File: src/rtl/cpu_pkg.sv
// Shared CPU definitions: datapath width, the NOP encoding used for
// pipeline bubbles, and the common word type.
package cpu_pkg;

  localparam int DATA_W = 32;

  // sll $0,$0,0 -- architecturally a no-op, used for bubbles and reset
  localparam logic [DATA_W-1:0] NOP_INSTR = 32'h0000_0000;

  typedef logic [DATA_W-1:0] word_t;

endpackage : cpu_pkg

File: src/rtl/pipe_reg_en.sv
// Generic pipeline register field: async active-low reset, synchronous
// clear and load enable. Clear wins over enable so a bubble can always
// be injected regardless of whether the stage was about to advance.
module pipe_reg_en #(
  parameter int           W       = 32,
  parameter logic [W-1:0] RST_VAL = '0
) (
  input  logic         clk,
  input  logic         rst_n,
  input  logic         clr_i,
  input  logic         en_i,
  input  logic [W-1:0] d_i,
  output logic [W-1:0] q_o
);

  logic [W-1:0] q_q;
  logic [W-1:0] q_d;

  // Next value: clear beats load, otherwise hold
  always_comb begin
    q_d = q_q;
    if (clr_i) begin
      q_d = RST_VAL;
    end else if (en_i) begin
      q_d = d_i;
    end
  end

  // State register; reset acts immediately, independent of the clock
  always_ff @(posedge clk or negedge rst_n) begin
    if (!rst_n) begin
      q_q <= RST_VAL;
    end else begin
      q_q <= q_d;
    end
  end

  assign q_o = q_q;

endmodule : pipe_reg_en

File: src/rtl/if_id_reg.sv
// IF/ID pipeline register. Captures the fetched instruction and its PC+4
// when startin is high, holds otherwise (stalling ID), and replaces the
// contents with a NOP bubble on flush. All outputs come straight from
// flops; there is no combinational path from any input.
module if_id_reg
  import cpu_pkg::*;
#(
  parameter int                DATA_W    = cpu_pkg::DATA_W,
  parameter logic [DATA_W-1:0] NOP_INSTR = cpu_pkg::NOP_INSTR
) (
  input  logic              clk,
  input  logic              rst_n,
  input  logic              startin,
  input  logic              flush,
  input  logic [DATA_W-1:0] IF_instr,
  input  logic [DATA_W-1:0] IF_pc_plus_4,
  output logic [DATA_W-1:0] ID_instr,
  output logic [DATA_W-1:0] ID_pc_plus_4,
  output logic              ID_valid
);

  // Instruction field: bubbles and reset both present the NOP encoding
  pipe_reg_en #(
    .W       (DATA_W),
    .RST_VAL (NOP_INSTR)
  ) u_instr (
    .clk   (clk),
    .rst_n (rst_n),
    .clr_i (flush),
    .en_i  (startin),
    .d_i   (IF_instr),
    .q_o   (ID_instr)
  );

  // PC+4 field: cleared to zero on bubble/reset
  pipe_reg_en #(
    .W       (DATA_W),
    .RST_VAL ('0)
  ) u_pc_plus_4 (
    .clk   (clk),
    .rst_n (rst_n),
    .clr_i (flush),
    .en_i  (startin),
    .d_i   (IF_pc_plus_4),
    .q_o   (ID_pc_plus_4)
  );

  // Valid flag: set by every real capture, cleared by a bubble
  pipe_reg_en #(
    .W       (1),
    .RST_VAL (1'b0)
  ) u_valid (
    .clk   (clk),
    .rst_n (rst_n),
    .clr_i (flush),
    .en_i  (startin),
    .d_i   (1'b1),
    .q_o   (ID_valid)
  );

endmodule : if_id_reg

File: config.mk
export PLATFORM = sky130hd
export DESIGN_NAME = if_id_reg
export DESIGN_NICKNAME = d
export VERILOG_FILES = /design/src/rtl/cpu_pkg.sv /design/src/rtl/pipe_reg_en.sv /design/src/rtl/if_id_reg.sv
export SDC_FILE = /design/constraint.sdc
export NUM_CORES = 1
export LEC_CHECK = 0
export BUFFER_PORTS_ARGS = -buffer_cell sky130_fd_sc_hd__clkbuf_2
export CORE_MARGIN = 4
export CORE_UTILIZATION = 49
export DETAILED_ROUTE_END_ITERATION = 12
export PLACE_DENSITY = 0.83
export SLEW_MARGIN = 10
export SYNTH_ARGS = -nofsm -noshare
export SYNTH_HDL_FRONTEND = slang
export SYNTH_SLANG_ARGS = --single-unit
File: constraint.sdc
create_clock -name clk -period 1.3 [get_ports clk]
set_input_delay 0.065 -clock clk [delete_from_list [all_inputs] [get_ports clk]]
set_output_delay 0.065 -clock clk [all_outputs]
set_load 0.005 [all_outputs]
; ---- Yosys cells after proc, flatten, opt, wreduce, memory -nomap -nowiden
; Index checks and enable logic that the tools add are counted.
[word_totals]
ff_bits = 65
in_bits = 68
out_inout_bits = 65
wordCells = 10
[op_classes]
mux = 6
reduce_logical = 1
[ops]
columns = op, n
row1 = $mux 32, 4
row2 = $mux 1, 2
row3 = $reduce_bool 2->1, 1

; ---- Logic depth before layout (Yosys ltp)
; Gate-level depths: netlist of the first run.
[logic_depth]
word_depth = 2
mapped_depth = 4
ltp_nobuf = 2

; ---- Cells and area by module
; A second synthesis of the first run with hierarchy kept.
[hier_totals]
hier_cells = 210
area_unflattened_um2 = 2690.1
[modules_own_cells]
columns = module, instances, cells_each, area_per_inst_um2, seq_area_each_um2
row1 = pipe_reg_en at u_instr ..., 2, 103, 1323.8, 800.8
row2 = pipe_reg_en at u_valid, 1, 3, 38.8, 25.0
row3 = if_id_reg, 1, 1, 3.8, 0.0

; ---- Worst setup path before layout of the first run
; OpenSTA, ideal clock, no wires.
[synth_path]
path_kind = input-to-reg
from = input startin
to = register u_instr.q_q[0] (netlist: u_instr.q_o[0])
setup_ps = 132
t_arrival_ps = 589
required_ps = 1168
path_slack_ps = 579
stages = 4
path_buffers = 2
cell_sequence = buf_6 buf_8 mux2i_1 nor2_1
[synth_via]
elab_chain_len = 1
[synth_rtl]
columns = element, line_no
row1 = from (decl), if_id_reg.sv:13  ; input logic startin,
row2 = $reduce_bool 2->1 (no line), -
row3 = to (signal assigned), pipe_reg_en.sv:34  ; q_q <= q_d;
row4 = to (decl), pipe_reg_en.sv:16  ; logic [W-1:0] q_q;
; No other way between the ends.
; A chain may end at the register's enable or synchronous reset.

; ---- Worst setup path in the final report of the first run
[layout_path]
from = register u_instr.q_q[6] (netlist: u_instr.q_o[6])
to = output ID_instr[6]
[layout_rtl]
columns = element, line_no
row1 = to (decl), if_id_reg.sv:17  ; output logic [DATA_W-1:0] ID_instr,
; No word-level cell between the ends.

==> qor.tcl, run 1 <==
set qor(status) {completed}
set qor(timing.final.max_slew_violations) 0
set qor(place_hpwl_mm) 4.22
set qor(crit_path_cell_trace) {clkbuf_2}
set qor(port-buffer-count) 132
set qor(final.min_clock_period_ps) 909
set qor(synth-edff-count) 0
set qor(tritoncts_num_sinks) 65
set qor(cts.path.max_buffers) 2
set qor(synthDominantCellAreaShare_pct) 61.7
set qor(antenna_cells) 0
set qor(met2_wirelength_mm) 3.70
set qor(ys_seq_elements) 65
set qor(maxClockFrequency_mhz) 1100
set qor(area_share_of_and_or_nand_nor_cells_after_synthesis_pct) 9.39
set qor(synth_compound_gate_area_share_pct) 0
set qor(design.portCount) 133
set qor(core_region_um2) 5170
set qor(synth_top_area_cell) {dfrtp_1}
set qor(cts-buffers-inserted) 9
set qor(wl_per_cell_um) 14.8
set qor(grt_start_max_net_pins) 66
set qor(setup.reg_to_reg.worst_slack_ps) 510
set qor(pwr-share-comb_pct) 15.0
set qor(dr_total_vias) 2204
set qor(power.share.sequential_pct) 47.6
set qor(worstSkewPairLatency_ps) 320
set qor(area_growth_pct) 53.3
set qor(postSynthNetCount) 277
set qor(switching_part_of_the_total_pct) 23.0
set qor(ys_top_cells_by_count) {nor2_1, dfrtp_1, mux2i_1, buf_8, clkbuf_1}
set qor(route.met3.wl_um) 579
set qor(p_leak_nw) 2.28
set qor(yosys_most_used_dff) {dfrtp_1}
set qor(powerDensity_nw_per_um2) 1140
set qor(finalCoreUtilization_pct) 78.2
set qor(drc) 0
set qor(timing.final.setup_violations) 0
set qor(most_common_cell_in_the_synthesized_netlist) {nor2_1}
set qor(final_antenna_net_count) 0
set qor(postCtsResizedCells) 0
set qor(syn-instance-count) 209
set qor(wirelength_mm) 6.88
set qor(holdCritPathClass) {primary input to flip-flop}
set qor(hold_violations) 0
set qor(ys_top_cells_by_area) {dfrtp_1, mux2i_1, nor2_1}
set qor(setup-tns-final_ps) 0
set qor(critical_path_cell_count) 1
set qor(global_router_s_overall_resource_usage_pct) 22.1
set qor(worst-setup-path-type) {flip-flop to output port}
set qor(die_height_um) 81.4
set qor(placement_rows) 26
set qor(chipWidth_um) 81.4
set qor(detail_route.vias_per_cell) 4.74
set qor(initial_core_util_pct) 51.0
set qor(cp_slowest_cell) {dfrtp_1}
set qor(critical_path.reg2reg.endpoint) {u_instr.q_o[20]}
set qor(worst_slew_margin_rel_pct) 77.8
set qor(asyncSetResetFlopFracSynth_pct) 100
set qor(clock_tree_from_tritoncts) {yes}
set qor(max_cap_violations) 0
set qor(critPathMaxStageDelay_ps) 400
set qor(cts_root_buf) {clkbuf_8}
set qor(worst_ir_drop_vdd_uv) 735
set qor(fin_worst_skew_ps) 0
set qor(yosys_warnings) 0
set qor(antenna_found_initial) 0
set qor(ys_types) 8
set qor(die_area_um2) 6620
set qor(met1Wirelength_mm) 2.50
set qor(worstSetupEndpoint) {ID_instr[6]}
set qor(grt_pass1_wl_mm) 11.0
set qor(synth_sequential_area_ratio_pct) 61.7
set qor(crit_buf_inv) 1
set qor(post_route_cells_drive_above_1_share_pct) 38.2
set qor(largest_family_of_logic_cells_by_synthesized_area) {multiplexers}
set qor(grt_remaining_overflow) 0
set qor(via_count_of_the_first_global_routing_pass) 2331
set qor(net-switching-power_mw) 1.06
set qor(start_kind) {flip-flop}
set qor(required_time_of_the_critical_path_ps) 1240
set qor(top_layer) {met4}
set qor(crit_share_post_route_pct) 69.9
set qor(synth_xor_xnor_area_share_pct) 0
set qor(depth_of_the_most_critical_reg_to_reg_path) 2
set qor(crit_path_end_kind) {output port}
set qor(p_clk_share_pct) 37.4
set qor(synth.area.mux_share_pct) 24.3
set qor(dr.pass1.iters) 4
set qor(cts.htree.levels) 3
set qor(cts.clk_slew.worst_paths_ps) 70
set qor(unrepaired_setup_endpoints_after_global_routing) {false}
set qor(p_int_mw) 3.56
set qor(drt-initial-drc-count) 108
set qor(synth.cell_area_um2) 2640
set qor(worstPathMaxFanout) 2
set qor(layout.nets) 458
set qor(gpl.final_weighted_congestion) 0.668
set qor(worst_pin_slew_ps) 333
set qor(post_synth.cell_area_avg_um2) 12.6
set qor(worst_setup_path_startpoint) {u_instr.q_o[6]}
set qor(worst_r2r_startpoint) {u_instr.q_o[20]}
set qor(worst_ep_arrival_time_ps) 840
set qor(cp_top_family) {flip-flops}
set qor(synthAdderAreaFrac_pct) 0
==> cell families after synthesis <==
logic type             Yosys count
muxes                           64
DFF                             65
and+or+nand+nor                 66
buffers and inverters           14
==> layout make-up <==
class / instances / area, um2
clock buffers: 14 / 173
clock inverters: 2 / 35.0
fillers: 312 / 1130
multi-input cells: 130 / 888
flip-flops and latches: 65 / 1630
well taps: 70 / 87.6
repair buffers: 184 / 1230
==> routing by layer <==
layer  track usage, %  vias up
met3             4.88        9
met1             24.7     1053
met4             8.45        0
met2             40.7       93
li1                 -     1049
met5                0        -
==> flip-flops by register name, indices dropped and copies added (netlist names) <==
register         cells
u_valid.q_o          1
u_pc_plus_4.q_o     32
u_instr.q_o         32
==> worst min path at each step <==
stage,startpoint,end,slack [ps],depth (start not counted)
CTS,IF_instr[12],u_instr.q_o[12],0.04,3
global route,IF_pc_plus_4[21],u_pc_plus_4.q_o[21],20,3
floorplan,rst_n,u_instr.q_o[0],-230,0
global placement,rst_n,u_instr.q_o[5],110,2
detailed placement,rst_n,u_instr.q_o[5],110,2
finish,IF_pc_plus_4[3],u_pc_plus_4.q_o[3],9,3
==> power by group through the flow <==
stage	clock [mW]	sequential, mW	combinational [mW]
after global placement	0	2.23	0.563
after floorplan	0	2.24	0.262
after CTS	1.78	2.20	0.690
after global routing	1.89	2.21	0.766
final	1.73	2.20	0.693
after detailed placement	0	2.24	0.579
==> repair_timing <==
item,in CTS,in global routing
hold buffers,47,0
hold endpoints to repair,111,0
setup buffers,0,0
==> per-stage QoR <==
stage / power, mW / cells / hold WS (ps) / worst slack [ps] / cell area (um2)
floorplan: 2.50 / 209 / -231 / 579 / 2640
global placement: 2.80 / 402 / 110 / 356 / 3370
detailed placement: 2.81 / 402 / 108 / 306 / 3370
CTS: 4.67 / 465 / 0.0424 / 381 / 4040
global route: 4.87 / 465 / 16.2 / 354 / 4040
finish: 4.63 / 465 / 9.23 / 391 / 4040
==> cells in the final DEF (no fill, tap or decap) <==
| master | instances |
|---|---|
| clkinv_2 | 1 |
| buf_12 | 5 |
| dlygate4sd3_1 | 47 |
| bufinv_16 | 1 |
| buf_4 | 1 |
| clkbuf_1 | 2 |
| dfrtp_1 | 65 |
| mux2i_1 | 64 |
| clkbuf_2 | 131 |
| clkbuf_8 | 12 |
| nor2_1 | 66 |
No activity file was read; power rests on OpenSTA's default activity.
==> run 2: changes to the inputs <==
--- a/config.mk
+++ b/config.mk
@@ -5,11 +5,12 @@
 export SDC_FILE = /design/constraint.sdc
 export NUM_CORES = 1
 export LEC_CHECK = 0
+export ABC_AREA = 1
 export BUFFER_PORTS_ARGS = -buffer_cell sky130_fd_sc_hd__clkbuf_2
 export CORE_MARGIN = 4
-export CORE_UTILIZATION = 49
+export CORE_UTILIZATION = 45
 export DETAILED_ROUTE_END_ITERATION = 12
-export PLACE_DENSITY = 0.83
+export PLACE_DENSITY = 0.77
 export SLEW_MARGIN = 10
 export SYNTH_ARGS = -nofsm -noshare
 export SYNTH_HDL_FRONTEND = slang
==> constraint.sdc (replaced) <==
create_clock -name clk -period 0.9 [get_ports clk]
set_input_delay 0.045 -clock clk [delete_from_list [all_inputs] [get_ports clk]]
set_output_delay 0.045 -clock clk [all_outputs]
set_load 0.005 [all_outputs]
==> qor.tcl, run 2 <==
set qor(area_growth_pct) 69.2
set qor(worstSkewPairLatency_ps) 320 ;# about the same
set qor(p_leak_nw) 2.55 ;# +12%
set qor(most_common_cell_in_the_synthesized_netlist) {nand2_1}
set qor(crit_share_post_route_pct) 99.4
set qor(synth-edff-count) 0 ;# unchanged
set qor(fin_worst_skew_ps) 0 ;# unchanged
set qor(max_cap_violations) 0 ;# unchanged
set qor(layout_common_cells) {clkbuf_2, nand2_1, dlygate4sd3_1}
set qor(holdCritPathClass) {primary input to flip-flop}
set qor(worst_ir_drop_vdd_uv) 1180 ;# +60%
set qor(dr.pass1.iters) 4 ;# unchanged
set qor(tritoncts_num_sinks) 65 ;# unchanged
set qor(grt_remaining_overflow) 0 ;# unchanged
set qor(initial_core_util_pct) 46.9 ;# -4.1 points
set qor(timing.final.setup_violations) 0 ;# unchanged
set qor(synth_top_area_cell) {dfrtp_1}
set qor(placed_cell_area_um2) 3320 ;# -1.3%
set qor(worstPathMaxFanout) 2 ;# unchanged
set qor(postSynthNetCount) 348 ;# +26%
set qor(hold_violations) 0 ;# unchanged
set qor(setup_slack_ps) 5.82 ;# -385 ps
set qor(chipWidth_um) 84.0 ;# +3.2%
set qor(detail_route.vias_per_cell) 5.03 ;# +6.2%
set qor(asyncSetResetFlopFracSynth_pct) 100 ;# unchanged
set qor(antenna_cells) 0 ;# unchanged
set qor(worst_pin_slew_ps) 348 ;# +15.1 ps
set qor(critPathMaxStageDelay_ps) 410 ;# about the same
set qor(cts.path.max_buffers) 2 ;# unchanged
set qor(crit_path_cell_trace) {clkbuf_2}
set qor(synthDominantCellAreaShare_pct) 62.6 ;# +0.95 points
set qor(placement_rows) 27 ;# +3.8%
set qor(depth_of_the_most_critical_reg_to_reg_path) 3 ;# +1
set qor(drc) 0 ;# unchanged
set qor(worst-setup-path-type) {flip-flop to output port}
set qor(synth.cell_area_um2) 2600 ;# -1.5%
set qor(cts.clk_slew.worst_paths_ps) 70 ;# about the same
set qor(grt_pass1_wl_mm) 13.8 ;# +26%
set qor(syn-instance-count) 280 ;# +34%
set qor(yosys_most_used_dff) {dfrtp_1}
set qor(hold-path-cell-count) 5 ;# +2
set qor(postCtsResizedCells) 0 ;# unchanged
set qor(ys_seq_elements) 65 ;# unchanged
set qor(die_height_um) 84.0 ;# +3.2%
set qor(worst_ep_arrival_time_ps) 850 ;# about the same
set qor(worst_slew_margin_rel_pct) 76.8 ;# -1.0 points
set qor(ys_types) 9 ;# +1
set qor(required_time_of_the_critical_path_ps) 850 ;# -390 ps
set qor(status) {completed}
set qor(setup-tns-final_ps) 0 ;# unchanged
set qor(mostFrequentLayoutCell) {clkbuf_2}
set qor(place_ws_ps) 119 ;# -188 ps
set qor(wl_per_cell_um) 15.4 ;# +4.1%
set qor(core_region_um2) 5540 ;# +7.1%
set qor(drt-initial-drc-count) 190 ;# +76%
set qor(timing.final.max_slew_violations) 0 ;# unchanged
set qor(gpl.final_weighted_congestion) 0.786 ;# +18%
set qor(post_synth.cell_area_avg_um2) 9.28 ;# -26%
set qor(cp_top_family) {flip-flops}
set qor(setup.reg_to_reg.worst_slack_ps) 140 ;# -370 ps
set qor(start_kind) {flip-flop}
set qor(cts-buffers-inserted) 9 ;# unchanged
set qor(wirelength_mm) 8.99 ;# +31%
set qor(grt_start_max_net_pins) 66 ;# unchanged
set qor(critical_path_cell_count) 1 ;# unchanged
set qor(global_router_s_overall_resource_usage_pct) 24.4 ;# +2.3 points
set qor(port-buffer-count) 132 ;# unchanged
set qor(layout.cell_area.non_filler_um2) 4400 ;# +8.7%
set qor(ys_top_cells_by_area) {dfrtp_1, nand2_1, nand3_1}
set qor(cts_root_buf) {clkbuf_8}
set qor(synth_sequential_area_ratio_pct) 62.6 ;# +0.95 points
set qor(final.min_clock_period_ps) 894
set qor(dr_total_vias) 2940 ;# +33%
set qor(via_count_of_the_first_global_routing_pass) 2838 ;# +22%
set qor(post_route_cells_drive_above_1_share_pct) 36.5 ;# -1.7 points
set qor(final_antenna_net_count) 0 ;# unchanged
set qor(place_hpwl_mm) 4.49 ;# +6.4%
set qor(maxClockFrequency_mhz) 1120
set qor(die_area_um2) 7050 ;# +6.5%
set qor(crit_path_end_kind) {output port}
set qor(unrepaired_setup_endpoints_after_global_routing) {true}
set qor(cp_slowest_cell) {dfrtp_1}
set qor(layout.nets) 575 ;# +26%
set qor(cts.htree.levels) 3 ;# unchanged
set qor(design.portCount) 133 ;# unchanged
set qor(yosys_warnings) 0 ;# unchanged
set qor(powerDensity_nw_per_um2) 1490 ;# +30%
set qor(ys_top_cells_by_count) {nand2_1, dfrtp_1, nand3_1, buf_2}
set qor(antenna_found_initial) 0 ;# unchanged
set qor(clock_tree_from_tritoncts) {yes}
set qor(crit_buf_inv) 1 ;# unchanged
run 2: area by class of cell:
class	instances	area, um2
Clock inverter	5	30.0
Clock buffer	11	151
Sequential cell	65	1630
Multi-Input combinational cell	195	820
Timing Repair Buffer	235	1670
Tap cell	72	90.1
Inverter	1	3.75
Fill cell	379	1140
run 2: timing repair:
action | 4_1_cts | 5_1_grt
gates cloned | 0 | 0
setup buffers | 3 | 28
hold buffers | 66 | 0
setup endpoints to repair | 10 | 57
hold endpoints to repair | 130 | 0
run 2: logic make-up (layout without fill, tap and decap cells):
group                  count (synthesis)  after routing  share of synthesized area [%]
DFF                                   65             65                           62.6
and+or+nand+nor                      195            195                           31.6
buffers and inverters                 20            252                           5.83
run 2: metal layers:
layer  up-vias  global-route usage [%]  share of wire (%)
met5         -                       0                  0
met4         0                    12.9                3.6
met3        27                    4.44                6.4
met2       156                    43.0                 53
met1      1405                    28.1                 37
li1       1352                       -                  -
run 2: worst paths after layout:
kind                                       endpoint                 from
worst max-delay path                ID_pc_plus_4[5]   u_pc_plus_4.q_o[5]
worst min-delay path            u_pc_plus_4.q_o[20]                flush
worst max register to register          u_valid.q_o          u_valid.q_o
worst min register to register  u_pc_plus_4.q_o[28]  u_pc_plus_4.q_o[28]
max in group asynchronous       u_pc_plus_4.q_o[30]                rst_n
min in group asynchronous       u_pc_plus_4.q_o[12]                rst_n
run 2: metrics by stage:
step | utilization [%] | hold WS, ps | total power, mW | instances
after floorplan | - | -251 | 3.53 | 280
after global placement | 59.9 | 83.0 | 3.97 | 471
after detailed placement | 59.9 | 85.6 | 3.99 | 471
after CTS | 75.5 | 185 | 6.44 | 556
after global routing | 79.3 | 221 | 6.84 | 584
final | 79.3 | 201 | 6.53 | 584
run 2: power by group:
part	total, mW	internal [mW]	leakage [nW]	switching [mW]
Sequential	3.18	3.08	0.864	0.0968
Clock	2.22	1.13	0.0911	1.09
Combinational	1.13	0.621	1.60	0.511
==> run 3: changes to the inputs <==
--- a/config.mk
+++ b/config.mk
@@ -7,7 +7,6 @@
 export LEC_CHECK = 0
 export ABC_AREA = 1
 export BUFFER_PORTS_ARGS = -buffer_cell sky130_fd_sc_hd__clkbuf_2
-export CORE_MARGIN = 4
 export CORE_UTILIZATION = 45
 export DETAILED_ROUTE_END_ITERATION = 12
 export PLACE_DENSITY = 0.77
==> constraint.sdc (replaced) <==
create_clock -name clk -period 0.9 [get_ports clk]
set_input_delay 0.09 -clock clk [delete_from_list [all_inputs] [get_ports clk]]
set_output_delay 0.09 -clock clk [all_outputs]
set_load 0.005 [all_outputs]
==> qor.tcl, run 3 (same netlist as run 2, synthesis figures left out) <==
set qor(final_antenna_net_count) 0 ;# unchanged
set qor(setup_slack_ps) -31.5 ;# -37.3 ps
set qor(cp_top_family) {flip-flops}
set qor(worst_slew_margin_rel_pct) 76.3 ;# -0.47 points
set qor(layout_common_cells) {clkbuf_2, nand2_1, dfrtp_1}
set qor(placement_rows) 27 ;# unchanged
set qor(power.share.sequential_pct) 46.6 ;# -2.1 points
set qor(cp_slowest_cell) {dfrtp_1}
set qor(worst_ep_arrival_time_ps) 840 ;# about the same
set qor(final.min_clock_period_ps) 932 ;# +37.3 ps
set qor(clock_tree_from_tritoncts) {yes}
set qor(net-switching-power_mw) 1.63 ;# -4.0%
set qor(maxClockFrequency_mhz) 1070 ;# -4.0%
set qor(crit_share_post_route_pct) 103 ;# +4.1 points
set qor(port-buffer-count) 132 ;# unchanged
set qor(die_area_um2) 6080 ;# -14%
set qor(wl_per_cell_um) 13.4 ;# -13%
set qor(crit_path_cell_trace) {clkbuf_2}
set qor(post_route_cells_drive_above_1_share_pct) 38.0 ;# +1.4 points
set qor(place_hpwl_mm) 4.13 ;# -7.9%
set qor(global_router_s_overall_resource_usage_pct) 25.8 ;# +1.4 points
set qor(gpl.final_weighted_congestion) 0.812 ;# +3.3%
set qor(hold_violations) 0 ;# unchanged
set qor(pwr-share-comb_pct) 15.9 ;# -1.4 points
set qor(worst-setup-path-type) {flip-flop to output port}
set qor(p_int_mw) 5.19 ;# +7.3%
set qor(die_height_um) 78.0 ;# -7.1%
set qor(crit_buf_inv) 1 ;# unchanged
set qor(status) {complete, but fails checks}
set qor(dr.pass1.iters) 6 ;# +2
set qor(grt_remaining_overflow) 0 ;# unchanged
set qor(worstSkewPairLatency_ps) 320 ;# about the same
set qor(timing.final.max_slew_violations) 0 ;# unchanged
set qor(cts.htree.levels) 3 ;# unchanged
set qor(p_leak_nw) 2.54 ;# -0.44%
set qor(core_region_um2) 5540 ;# unchanged
set qor(cts.path.max_buffers) 2 ;# unchanged
set qor(crit_path_end_kind) {output port}
set qor(worstPathMaxFanout) 2 ;# unchanged
set qor(wirelength_mm) 7.72 ;# -14%
set qor(worst_ir_drop_vdd_uv) 1410 ;# +20%
set qor(cts-buffers-inserted) 9 ;# unchanged
set qor(via_count_of_the_first_global_routing_pass) 2640 ;# -7.0%
set qor(total_power_mw) 6.82 ;# +4.3%
set qor(dr_total_vias) 2726 ;# -7.3%
set qor(number_of_inserted_filler_cells_in_the_final_layout) 379 ;# unchanged
set qor(mostFrequentLayoutCell) {clkbuf_2}
set qor(powerDensity_nw_per_um2) 1570 ;# +5.9%
set qor(cts_root_buf) {clkbuf_8}
set qor(holdCritPathClass) {primary input to flip-flop}
set qor(p_clk_share_pct) 37.5 ;# +3.5 points
set qor(setup-tns-final_ps) -643 ;# -643 ps
set qor(design.portCount) 133 ;# unchanged
set qor(grt_pass1_wl_mm) 12.0 ;# -13%
set qor(cts.clk_slew.worst_paths_ps) 70 ;# about the same
set qor(drc) 0 ;# unchanged
set qor(drt-initial-drc-count) 160 ;# -16%
set qor(area_growth_pct) 66.7
set qor(failed_checks) {negative setup slack}
set qor(fin_worst_skew_ps) 0 ;# unchanged
set qor(max_cap_violations) 0 ;# unchanged
set qor(required_time_of_the_critical_path_ps) 810 ;# -40 ps
set qor(timing.final.setup_violations) 52 ;# +52
set qor(initial_core_util_pct) 46.9 ;# unchanged
set qor(grt_start_max_net_pins) 66 ;# unchanged
set qor(worst_pin_slew_ps) 355 ;# +7.03 ps
set qor(detail_route.vias_per_cell) 4.74 ;# -5.8%
set qor(start_kind) {flip-flop}
set qor(switching_part_of_the_total_pct) 23.9 ;# -2.1 points
set qor(critPathMaxStageDelay_ps) 390 ;# -20 ps
set qor(layout.nets) 566 ;# -1.6%
set qor(antenna_found_initial) 0 ;# unchanged
set qor(unrepaired_setup_endpoints_after_global_routing) {true}
set qor(antenna_cells) 0 ;# unchanged
set qor(chipWidth_um) 78.0 ;# -7.1%
set qor(finalCoreUtilization_pct) 78.1 ;# -1.2 points
set qor(postCtsResizedCells) 0 ;# unchanged
set qor(tritoncts_num_sinks) 65 ;# unchanged
## run 3: metal layers
layer / vias up / wire (um) / GRT usage, %
met5: - / 0 / 0
met4: 0 / 161 / 9.63
met3: 17 / 397 / 6.00
met2: 107 / 4120 / 45.0
met1: 1274 / 3030 / 31.2
li1: 1328 / - / -
## run 3: layout make-up
cell class,instances,area [um2],area share (%)
clock buffers,14,173,3.99
multi-input cells,195,820,18.9
repair buffers,226,1580,36.5
inverters,1,3.75,0.0867
well taps,72,90.1,2.08
clock inverters,2,35.0,0.809
flip-flops and latches,65,1630,37.6
## run 3: stage by stage
step	hold slack (ps)	setup WS (ps)	instance area, um2	cells
final	5.87	-31.5	4330	575
after global routing	0.782	-68.1	4330	575
after CTS	0.0980	-38.8	4190	556
after detailed placement	12.7	57.8	3340	472
after global placement	8.12	96.3	3340	472
after floorplan	-206	269	2600	280
## run 3: final timing paths
path                                    startpoint                   to  slack [ps]  cells after the start
max in group asynchronous                    rst_n  u_pc_plus_4.q_o[28]         230                      3
worst max register to register  u_pc_plus_4.q_o[9]   u_pc_plus_4.q_o[9]          40                      4
worst max-delay path               u_instr.q_o[30]         ID_instr[30]         -30                      1
worst min register to register     u_instr.q_o[19]      u_instr.q_o[19]         470                      2
min in group asynchronous                    rst_n  u_pc_plus_4.q_o[10]         200                      2
worst min-delay path                   IF_instr[9]       u_instr.q_o[9]           6                      3
## run 3: power by group through the flow
stage	logic, mW	clock network, mW	registers (mW)
CTS	1.00	2.58	3.17
finish	1.08	2.56	3.18
global placement	0.747	0	3.22
detailed placement	0.766	0	3.22
floorplan	0.292	0	3.24
global route	1.19	2.76	3.19
## run 3: timing repair
action                                 4_1_cts  5_1_grt
hold buffers                                51        0
gates cloned                                 0        0
setup endpoints to repair                   64       65
endpoints found under the hold margin      115        0
buffers inserted                            17       19
